## src/rtl/rr_ring_arbiter.sv

```systemverilog
// Round-robin arbiter with a one-hot ring priority pointer, registered grants,
// a per-ownership hold limit and a mandatory one-cycle turnaround between grants.
module rr_ring_arbiter #(
   parameter int unsigned N        = 4,
   parameter int unsigned MAX_HOLD = 8,
   parameter int unsigned IDW      = $clog2(N)
) (
   input  logic           clk,
   input  logic           rst_n,
   input  logic           en,
   input  logic [N-1:0]   req,
   output logic [N-1:0]   gnt,
   output logic [IDW-1:0] owner_id,
   output logic           busy,
   output logic           preempt,
   output logic [N-1:0]   prio
);

   // Unlimited hold still needs a finite counter; it simply saturates.
   localparam int unsigned HCW    = (MAX_HOLD == 0) ? 8 : $clog2(MAX_HOLD + 1);
   localparam int unsigned HC_SAT = (MAX_HOLD == 0) ? ((1 << HCW) - 1) : MAX_HOLD;

   typedef enum logic [1:0] {IDLE, BUSY, TURN} state_t;

   state_t           state_q;
   logic [N-1:0]     gnt_q;
   logic [N-1:0]     prio_q;
   logic [IDW-1:0]   owner_q;
   logic             busy_q;
   logic             preempt_q;
   logic [HCW-1:0]   hold_cnt_q;

   logic [N-1:0]     pick_c;
   logic [IDW-1:0]   pick_id_c;

   // First requester at or circularly above the priority pointer.
   always_comb begin : pick
      int unsigned base;
      int unsigned k;
      logic        found;
      base      = 0;
      k         = 0;
      found     = 1'b0;
      pick_c    = '0;
      pick_id_c = '0;
      for (int unsigned i = 0; i < N; i++) begin
         if (prio_q[IDW'(i)]) base = i;
      end
      for (int unsigned i = 0; i < N; i++) begin
         k = (base + i) % N;
         if (!found && req[IDW'(k)]) begin
            found             = 1'b1;
            pick_c[IDW'(k)]   = 1'b1;
            pick_id_c         = IDW'(k);
         end
      end
   end

   // Arbitration FSM; every output is a register updated here.
   always_ff @(posedge clk) begin
      if (!rst_n) begin
         state_q    <= IDLE;
         gnt_q      <= '0;
         owner_q    <= '0;
         busy_q     <= 1'b0;
         preempt_q  <= 1'b0;
         hold_cnt_q <= '0;
         prio_q     <= N'(1);
      end else begin
         preempt_q <= 1'b0;
         case (state_q)
            IDLE: begin
               if (en && (|req)) begin
                  gnt_q      <= pick_c;
                  owner_q    <= pick_id_c;
                  busy_q     <= 1'b1;
                  hold_cnt_q <= HCW'(1);
                  state_q    <= BUSY;
               end
            end
            BUSY: begin
               if (!req[owner_q] ||
                   ((MAX_HOLD != 0) && (hold_cnt_q == HCW'(MAX_HOLD)))) begin
                  // Served requester drops to lowest priority.
                  preempt_q <= req[owner_q];
                  prio_q    <= {gnt_q[N-2:0], gnt_q[N-1]};
                  gnt_q     <= '0;
                  owner_q   <= '0;
                  busy_q    <= 1'b0;
                  state_q   <= TURN;
               end else if (hold_cnt_q != HCW'(HC_SAT)) begin
                  hold_cnt_q <= hold_cnt_q + HCW'(1);
               end
            end
            TURN: begin
               state_q <= IDLE;
            end
            default: begin
               state_q <= IDLE;
            end
         endcase
      end
   end

   assign gnt      = gnt_q;
   assign owner_id = owner_q;
   assign busy     = busy_q;
   assign preempt  = preempt_q;
   assign prio     = prio_q;

endmodule
```

## config.mk

```make
export PLATFORM = sky130hd
export DESIGN_NAME = rr_ring_arbiter
export DESIGN_NICKNAME = d
export VERILOG_FILES = /design/src/rtl/rr_ring_arbiter.sv
export SDC_FILE = /design/constraint.sdc
export NUM_CORES = 1
export LEC_CHECK = 0
export ABC_AREA = 1
export BUFFER_PORTS_ARGS = -buffer_cell sky130_fd_sc_hd__buf_2
export CORE_ASPECT_RATIO = 1.75
export CORE_UTILIZATION = 51
export DETAILED_ROUTE_END_ITERATION = 10
export PLACE_DENSITY = 0.76
export SLEW_MARGIN = 20
export SYNTH_ARGS = -nofsm -noshare
export SYNTH_HDL_FRONTEND = slang
export SYNTH_SLANG_ARGS = --single-unit
```

## constraint.sdc

```tcl
create_clock -name clk -period 1.7 [get_ports clk]
set_input_delay 0.17 -clock clk [delete_from_list [all_inputs] [get_ports clk]]
set_output_delay 0.17 -clock clk [all_outputs]
set_load 0.02 [all_outputs]
```

==> impl_metrics.json <==
{
  "outcome": "finished with violations",
  "failed_checks": "setup timing",
  "place_area_um2": 1530,
  "clock_skew_ns": 0.001355,
  "dp_slack_ns": -0.03364,
  "ys.warnings.count": 0,
  "layout.nets": 237,
  "port-buffer-count": 18,
  "intPower_mw": 1.099,
  "track_usage_pct": 24.93,
  "tritoncts": "done",
  "synth_cells": 192,
  "synth-seq-area-share_pct": 26.57,
  "clockBufferDepth": 2,
  "path_max_fanout": 7,
  "setup-violations-final": 4,
  "cts_max_level": 1,
  "drc": 0,
  "cpMaxStageDelayCell": "dfxtp_4",
  "cp.required_ns": 1.89,
  "layout_common_cells": "38 x nand2_1, 33 x nand3_1, 18 x buf_2",
  "min_period_over_period_pct": 102.3,
  "power.leakage_nw": 0.7924,
  "path_class": "flip-flop to flip-flop",
  "die_w_um": 40.98,
  "max_stage_delay_ns": 0.38,
  "grt_pass1_wl_um": 5161,
  "critPathArrivalTime_ns": 1.93,
  "drv_cap": 0,
  "ir_drop_mv": 0.6773,
  "routed_wl_um": 3438,
  "gp_congestion": 0.8370,
  "reg2reg_from": "prio[2]",
  "insertion_delay_ns": 0.26,
  "avgSynthCellArea_um2": 7.064,
  "final_common_cell": "nand2_1",
  "synth_area_um2": 1356,
  "syn_nets": 209,
  "cts_made_buffers": 3,
  "min_period_ns": 1.739,
  "die_area_um2": 2878,
  "post-dp-hpwl_um": 2610,
  "max_freq_mhz": 574.9,
  "hp-start": "rst_n",
  "firstDrtPassIters": 4,
  "ant_nets": 0,
  "final-hold-violation-count": 0,
  "antenna_found_initial": 0,
  "rsz0062_at_grt": "yes",
  "cp_cell_sequence": "inv_4, nand2_4, nand2_4, ha_4, inv_4, nand3_4, nand2_8, nor2_4, nand3_1, nand3_2, nand2_2, a21oi_2",
  "clk_pin_slew_ns": 0.06,
  "vias": 1375,
  "drt_iter0_drc": 61,
  "drt-vias-per-instance": 5.612,
  "combPwrFrac_pct": 57.4,
  "tightest_slew_ns": 0.4470,
  "hold_class": "input pin to flip-flop",
  "p_per_area_nw_per_um2": 1226,
  "seqPwrFrac_pct": 25.6,
  "n_antenna_cell": 0,
  "wire_per_inst_um": 14.03,
  "row_count": 24,
  "syn_to_final_growth_pct": 23.25,
  "fillers": 217,
  "p_sw_share_pct": 46.40,
  "overflow": 0,
  "start_util_pct": 54.42,
  "die_y_um": 70.22,
  "grt_max_degree": 15,
  "core-area_um2": 2492,
  "final_max_slew_viol_count": 0,
  "ioPinCount": 19,
  "synthDistinctLibCells": 28,
  "power_switching_mw": 0.9511,
  "slew_headroom_pct": 70.17,
  "final_cell_area_um2": 1672,
  "clock-root-buffer": "clkbuf_8",
  "holdBufCountCts": 0,
  "drive_gt1_share_pct": 35.62,
  "worst_slack_ns": -0.03949,
  "end_kind": "flip-flop",
  "crit_family": "simple AND/OR/NAND/NOR gates",
  "ys_ff_latch": 18,
  "grt_pass1_vias": 1284,
  "cts.sinks": 18,
  "crit_buf_inv": 2,
  "pwr-share-clk_pct": 17.0,
  "worstSetupStartpointType": "flip-flop",
  "crit_path_start": "prio[2]"
}
power groups by stage:
stage               Combinational (mW)  Clock (mW)  Sequential [mW]
floorplan                        0.764           0            0.575
global route                      1.27       0.370            0.530
detailed placement                1.02           0            0.533
global placement                 0.998           0            0.528
finish                            1.18       0.349            0.525
CTS                               1.05       0.353            0.524
area by class of cell:
cell class,count,area (µm²),area share (%)
multi-input combinational,147,960.9,57.49
sequential,18,366.6,21.93
timing repair buffer,25,155.1,9.281
inverter,25,101.3,6.063
clock buffer,4,55.05,3.293
tap,26,32.53,1.946
Yosys cell counts:
master	count	area, µm²
a21boi_0	1	7.510
ha_1	10	125.1
dfxtp_1	18	360.4
buf_12	1	20.02
clkbuf_1	1	3.750
o21ai_1	2	10.01
nand2_4	7	78.83
o211ai_1	1	7.510
nor2_1	12	45.04
a211oi_1	1	7.510
nand3_1	41	205.2
o21bai_1	1	7.510
inv_1	17	63.81
nand2_1	40	150.1
a21oi_2	5	43.79
nand3_4	1	17.52
buf_6	1	11.26
a21oi_1	7	35.03
nor2_4	2	22.52
inv_2	7	26.28
o21ai_0	4	20.02
a22oi_1	1	7.510
nand3_2	3	30.03
nand4_1	1	6.260
nand2_2	4	25.02
and3_1	1	6.260
inv_4	1	6.260
nor2_2	1	6.260
cell families after synthesis:
group	synth area share [%]
AOI/OAI and AO/OA	10.79
adders and majority gates	9.225
buffers and inverters	9.687
DFF	26.57
and+or+nand+nor	43.73
repair_timing:
item                                    CTS  global route
cloned                                    1             0
pin swaps                                 2             6
gates resized for setup                   1            15
setup buffers                             0             1
endpoints found under the setup margin    5             7
per-layer routing:
layer	vias up	track usage [%]	wire length, µm
met1	647	25.20	1227
met4	0	13.33	70
met2	31	44.62	2069
met3	9	1.587	70
li1	688	-	-
met5	-	0	0
worst paths after layout:
path,cells after the start,endpoint,slack (ns)
setup reg to reg,12,gnt[0],-0.04
hold / removal,2,prio[0],0.14
hold reg to reg,2,busy,0.46
setup / recovery,12,gnt[0],-0.04
registers in the layout, indices dropped and copies added (netlist names):
name        flops
busy            1
owner_id        2
hold_cnt_q      4
prio            4
gnt             4
preempt         1
state_q         2
metrics by stage:
| stage | instances | util, % | hold WS (ns) | TNS [ns] | total power, mW |
|---|---|---|---|---|---|
| 6_report | 245 | 67.07 | 0.1414 | -0.07531 | 2.050 |
| 5_1_grt | 245 | 67.07 | 0.1407 | -0.5147 | 2.174 |
| 4_1_cts | 244 | 64.06 | 0.1434 | -0.001489 | 1.931 |
| 3_5_place_dp | 239 | 61.40 | 0.4070 | -0.09642 | 1.553 |
| 3_3_place_gp | 239 | 61.40 | 0.4040 | 0 | 1.526 |
| 2_1_floorplan | 192 | - | 0.2541 | -0.4569 | 1.339 |
Power figures use the tool's default switching activity.
